File: src/rtl/relu_pool_writer.sv
// ReLU + optional 2x2 max-pool row writer: consumes one feature-map row per
// beat and emits registered memory writes of 16-bit unsigned activations.
module relu_pool_writer #(
  parameter int LANES = 28,
  parameter int DW    = 17,
  parameter int AW    = 10
) (
  input  logic                  clk,
  input  logic                  rst,
  input  logic                  start,
  input  logic                  pool_en,
  input  logic [7:0]            num_rows,
  input  logic [AW-1:0]         base_addr,
  input  logic                  in_vld,
  input  logic [LANES*DW-1:0]   in_data,
  output logic                  wr_en,
  output logic [AW-1:0]         wr_addr,
  output logic [LANES*16-1:0]   wr_data,
  output logic                  busy,
  output logic                  done
);

  // state  | meaning
  // IDLE   | waiting for start
  // ROW_A  | next beat is an even row (or any row when not pooling)
  // ROW_B  | next beat completes a pooled row pair and writes it
  // DONE   | one-cycle done pulse, then IDLE
  typedef enum logic [1:0] {S_IDLE, S_ROW_A, S_ROW_B, S_DONE} state_t;

  localparam int HL = LANES / 2;

  state_t                   state_q;
  logic                     pool_q;
  logic [7:0]               rows_q;
  logic [7:0]               row_cnt_q;
  logic [7:0]               row_cnt_d;
  logic                     last_d;
  logic [AW-1:0]            base_q;
  logic [AW-1:0]            wr_idx_q;
  logic [HL-1:0][15:0]      hrow_q;

  logic                     wr_en_q;
  logic [AW-1:0]            wr_addr_q;
  logic [LANES*16-1:0]      wr_data_q;
  logic                     busy_q;
  logic                     done_q;

  logic [LANES-1:0][15:0]   relu_d;
  logic [HL-1:0][15:0]      pair_d;
  logic [LANES-1:0][15:0]   pool_d;

  always_comb begin
    relu_d = '0;
    pair_d = '0;
    pool_d = '0;
    for (int k = 0; k < LANES; k++) begin
      relu_d[k] = in_data[k*DW+DW-1] ? 16'd0 : in_data[k*DW +: 16];
    end
    // upper half of pool_d stays zero: a pooled row only fills LANES/2 lanes
    for (int j = 0; j < HL; j++) begin
      pair_d[j] = (relu_d[2*j] > relu_d[2*j+1]) ? relu_d[2*j] : relu_d[2*j+1];
      pool_d[j] = (hrow_q[j] > pair_d[j]) ? hrow_q[j] : pair_d[j];
    end
  end

  assign row_cnt_d = row_cnt_q + 8'd1;
  assign last_d    = (row_cnt_d == rows_q);

  always_ff @(posedge clk) begin
    if (rst) begin
      state_q   <= S_IDLE;
      wr_en_q   <= 1'b0;
      wr_addr_q <= '0;
      wr_data_q <= '0;
      busy_q    <= 1'b0;
      done_q    <= 1'b0;
      row_cnt_q <= '0;
      wr_idx_q  <= '0;
    end else begin
      wr_en_q <= 1'b0;
      done_q  <= 1'b0;
      case (state_q)
        S_IDLE: begin
          if (start) begin
            pool_q    <= pool_en;
            rows_q    <= num_rows;
            base_q    <= base_addr;
            row_cnt_q <= '0;
            wr_idx_q  <= '0;
            if (num_rows == 8'd0) begin
              state_q <= S_DONE;
              done_q  <= 1'b1;
            end else begin
              state_q <= S_ROW_A;
              busy_q  <= 1'b1;
            end
          end
        end
        S_ROW_A: begin
          if (in_vld) begin
            row_cnt_q <= row_cnt_d;
            if (pool_q) begin
              hrow_q <= pair_d;
              if (last_d) begin
                state_q <= S_DONE;
                busy_q  <= 1'b0;
                done_q  <= 1'b1;
              end else begin
                state_q <= S_ROW_B;
              end
            end else begin
              wr_en_q   <= 1'b1;
              wr_addr_q <= base_q + wr_idx_q;
              wr_data_q <= relu_d;
              wr_idx_q  <= wr_idx_q + 1'b1;
              if (last_d) begin
                state_q <= S_DONE;
                busy_q  <= 1'b0;
                done_q  <= 1'b1;
              end
            end
          end
        end
        S_ROW_B: begin
          if (in_vld) begin
            row_cnt_q <= row_cnt_d;
            wr_en_q   <= 1'b1;
            wr_addr_q <= base_q + wr_idx_q;
            wr_data_q <= pool_d;
            wr_idx_q  <= wr_idx_q + 1'b1;
            if (last_d) begin
              state_q <= S_DONE;
              busy_q  <= 1'b0;
              done_q  <= 1'b1;
            end else begin
              state_q <= S_ROW_A;
            end
          end
        end
        default: state_q <= S_IDLE;
      endcase
    end
  end

  assign wr_en   = wr_en_q;
  assign wr_addr = wr_addr_q;
  assign wr_data = wr_data_q;
  assign busy    = busy_q;
  assign done    = done_q;

endmodule

File: config.mk
export PLATFORM = sky130hd
export DESIGN_NAME = relu_pool_writer
export DESIGN_NICKNAME = d
export VERILOG_FILES = /design/src/rtl/relu_pool_writer.sv
export SDC_FILE = /design/constraint.sdc
export NUM_CORES = 2
export LEC_CHECK = 0
export CAP_MARGIN = 20
export CORE_AREA = 2 2 377 379
export CTS_BUF_LIST = sky130_fd_sc_hd__clkbuf_16
export DETAILED_ROUTE_END_ITERATION = 12
export DIE_AREA = 0 0 379 381
export PLACE_DENSITY_LB_ADDON = 0.15
export RECOVER_POWER = 50
export SLEW_MARGIN = 10
export SYNTH_ARGS = -nofsm -noshare
export SYNTH_HDL_FRONTEND = slang
export SYNTH_SLANG_ARGS = --single-unit
File: constraint.sdc
create_clock -name clk -period 22.8 [get_ports clk]
set_input_delay 2.28 -clock clk [delete_from_list [all_inputs] [get_ports clk]]
set_output_delay 2.28 -clock clk [all_outputs]
set_load 0.02 [all_outputs]
==> results.md <==
- The run finished, with violations left.
- The checks that failed: max-capacitance violations, max-slew violations.
- The average routed wire per standard cell is 24.6 um.
- The required time at the endpoint of the critical path is between 20 and 25 ns.
- The total overflow reported by the global router is 0.
- The count of clock tree sinks is 724.
- Subtracting the final worst setup slack from the clock period gives between 10 and 15 ns.
- STA classifies the critical path endpoint as a flop.
- The largest fanout on the critical path is 250.
- The maximum clock frequency is 73.5 MHz.
- The class of the most critical setup path is flop to flop.
- The critical path goes through inv_1 -> ha_1 -> a21oi_1 -> o21ai_0 -> clkbuf_1 -> nor3_1 -> nor3_1 -> o221a_1.
- The die is 381 um tall.
- On the worst path, the slowest cell contributes a delay of about 7.5 ns.
- The worst pin sits at a relative slew slack of -653%.
- The number of clock buffers inserted by TritonCTS is 92.
- The class of the tightest hold or removal check is flop to flop.
- The number of endpoints with negative hold slack in the final report came to 0.
- The DRC violation total after the first TritonRoute iteration is 2995.
- The most instantiated flip-flop cell in the synthesis netlist is sky130_fd_sc_hd__dfxtp_1.
- The number of detailed-routing iterations run before antenna repair is 5.
- The clock insertion delay at the later pin of the skew report is 0.70 ns.
- Compared with the post-synthesis result, the final layout area differs by 31.1%.
- The first global-routing pass estimated 281000 um of wire.
- The number of cells in the finished layout apart from fillers is 7891.
- Input and output buffers added on the ports amount to approximately 960.
- The post-route antenna net violation count is 0.
- The area of the multi-input gates is 25500 um^2.
- Summed over all failing endpoints, the final setup total negative slack is 0 ns.
- Dividing the detail-routed via count by the number of cells gives 5.30.
- The via count of the first global-routing pass is 41100.
- Of the available clock period, the critical path in the final layout requires 59.7%.
- The fraction of post-synthesis cell area in the top cell type by area is between 20% and 30%.
- Across all layers, the routed design uses around 42000 vias.
- Setup violations remaining at the end of the flow were counted as 0.
- The total nets after synthesis is 6073.
- The maximum buffer depth of the clock tree is 3.
- The final weighted congestion of routability-driven global placement is between 0.9 and 1.
- The total of fill cells in the finished design is 14100.
- Counting flops with an async set or reset pin after synthesis yields a share of 0%.
- The deepest level of the CTS H-tree is 3.
- Of the total synthesized cell area, the portion taken by full adders, half adders and majority gates is 12.4%.
- Clock-pin slew was measured on the worst setup and hold paths at 0.06 ns.
- The master cell of the clock root buffer is sky130_fd_sc_hd__clkbuf_16.
- The areal power density over the cells is 105 nW/um^2.
- The number of antenna violations at the first check in global routing came to 48.
- In the routed design, unresolved DRC markers number 0.
- The synthesized instance count is 5124.
- The placement row count is about 140.
- The setup clock skew after layout is 0.0195 ns.
- The initial core utilization is between 30% and 40%.
- In the post-synthesis netlist, the biggest area contributors are sky130_fd_sc_hd__dfxtp_1, sky130_fd_sc_hd__edfxtp_1, sky130_fd_sc_hd__ha_1.
- The floorplan step set the die width to between 300 and 400 um.
- The all-layer global routing usage is 25.9%.
- The compound-cell area share of the yosys netlist is 15.6%.
- Setup repair after global routing left no endpoint under its margin.
- The final cell utilization of the core is 42.3%.
- The share of cells above drive strength 1 is 6.26%.
- The total of cells resized after clock tree synthesis is 0.
- Summed over all layers, the routed wires come to 194000 um.
- The sequential-to-total area share from yosys stat is 37.3%.
- The worst path arrival time is 14.24 ns.
- At the pin with the least slew margin, the transition time is 11.29 ns.
- The detailed-placement wirelength estimate is 149000 um.
- The core footprint is 141000 um^2.
- Across the VDD grid, the largest voltage drop is approximately 0.19 mV.
- The floorplan step defined a die boundary enclosing roughly 140000 um^2.
- The mux share of post-synthesis cell area is 4.94%.
- Across the whole layout, storage elements account for 16900 um^2.
- The number of enable flip-flop cells after synthesis is 243.
- STA classifies the critical path startpoint as a flop.
- The I/O pin count is 960.
- In this run, post-CTS hold repair placed 0 buffers.
- The synthesized design spends more area on one cell type than any other, namely sky130_fd_sc_hd__dfxtp_1.
- The post-CTS setup buffer count is 0.
- During synthesis, Yosys emitted a total of 0 warnings.
- The critical path's slowest cell is sky130_fd_sc_hd__clkbuf_1.
- The area fraction in and, or, nand and nor cells after synthesis is 22.8%.
- The number of placed instances, taps included is ~7700.
- The worst hold slack is 0.451 ns.
- The number of max-cap violations is 8.
- The synthesized area per cell is 8.84 um^2.
- The main combinational cell family by area after synthesis is simple AND/OR/NAND/NOR gates.
- By count the netlist is led by sky130_fd_sc_hd__nor3_1, sky130_fd_sc_hd__nor2_1, sky130_fd_sc_hd__dfxtp_1.
- In the final design database the tool counted 6846 nets.
- TritonCTS built the clock tree.
- Among all cell types in the netlist, the one instantiated most often is sky130_fd_sc_hd__nor3_1.
- The number of pins exceeding their max-slew limit in the final report is 909.
- The pin count of the biggest net entering global routing is roughly 260.
- By instance count, the cell type seen most on the critical path is sky130_fd_sc_hd__nor3_1.
- The post-synthesis xor/xnor area fraction is 0.464%.
- After synthesis, the netlist uses 86 different library cells.
- The analysis attributes to cell leakage a power of 24.4 nW.
- The post-synthesis instance area is 45300 um^2.
- In this run, synthesis produced a sequential element count of between 700 and 800.
==> cell usage in the layout (no fill, tap or decap), drive strengths merged, types with 45 or more instances in the layout <==
cell type / n
nand2b: 270
nand4: 75
dlygate4sd3: 482
nor2: 529
clkdlybuf4s50: 476
a211oi: 45
ha: 449
nand2: 128
nand3: 51
nor2b: 206
nor3b: 57
o221a: 227
clkbuf: 110
nor3: 643
edfxtp: 243
o21ai: 119
mux2: 72
inv: 464
dfxtp: 481
a21oi: 397
mux2i: 113
==> metrics by stage <==
step	power, mW	setup slack (ns)	area, um^2
after floorplan	3.54	3.79	45300
after global placement	4.77	14.90	56300
after detailed placement	4.78	14.73	56300
after CTS	6.32	15.49	59400
after global routing	6.59	7.65	59400
final	6.23	9.19	59400
==> sequential cells by signal, indices dropped and copies added, names as in the netlist <==
| name | count |
|---|---|
| base_q | 10 |
| busy | 1 |
| done | 1 |
| hrow_q | 224 |
| pool_q | 1 |
| row_cnt_q | 8 |
| rows_q | 8 |
| state_q | 2 |
| wr_addr | 10 |
| wr_data | 448 |
| wr_en | 1 |
| wr_idx_q | 10 |
==> per-layer routing <==
layer,vias up,routed length [um],GRT usage (%)
met5,-,302,0
met4,44,5790,8.68
met3,263,15500,7.13
met2,1365,88700,41.5
met1,20200,84000,33.5
li1,20000,-,-
==> worst max-delay path, delay by kind of cell, from the launching register on <==
kind | cells | cell delay [ns]
buf+inv | 2 | 7.62
fa+ha+maj | 1 | 2.48
simple gates | 2 | 1.49
compound gates | 3 | 1.25
flops | 1 | 0.34
==> power breakdown <==
| part | total [mW] | switching (mW) | leakage [nW] | internal [mW] |
|---|---|---|---|---|
| clock network | 1.51 | 0.630 | 1.63 | 0.879 |
| logic | 2.89 | 1.78 | 16.6 | 1.11 |
| registers | 1.83 | 0.194 | 6.16 | 1.63 |
| total | 6.23 | 2.60 | 24.4 | 3.62 |
==> logic make-up (layout without fill, tap and decap cells) <==
logic type / Yosys count / after routing
compound gates: 974 / 974
mux: 185 / 185
buf+inv: 740 / 1592
simple gates: 2027 / 2027
fa+ha+maj: 450 / 450
xor+xnor: 24 / 24
flops: 724 / 724
other cells: 0 / 25
==> cell type report <==
class / instances / share of cell area [%]
Clock inverter: 70 / 0.849
Sequential cell: 724 / 28.5
Clock buffer: 103 / 4.34
Antenna cell: 25 / 0.105
Tap cell: 1890 / 3.98
Multi-Input combinational cell: 3660 / 42.9
Timing Repair Buffer: 986 / 16.6
Inverter: 433 / 2.74
==> path summary, 6_finish.rpt <==
kind | start | end | slack, ns | cells after the start
min reg2reg | wr_addr[4]$_SDFFE_PP0P_ | wr_addr[4]$_SDFFE_PP0P_ | 0.45 | 2
max reg2reg | state_q[0]$_SDFFE_PP0P_ | wr_data[186]$_SDFFE_PP0P_ | 9.19 | 8
min | wr_addr[4]$_SDFFE_PP0P_ | wr_addr[4]$_SDFFE_PP0P_ | 0.45 | 2
max | state_q[0]$_SDFFE_PP0P_ | wr_data[186]$_SDFFE_PP0P_ | 9.19 | 8
(Power assumes the default switching activity.)
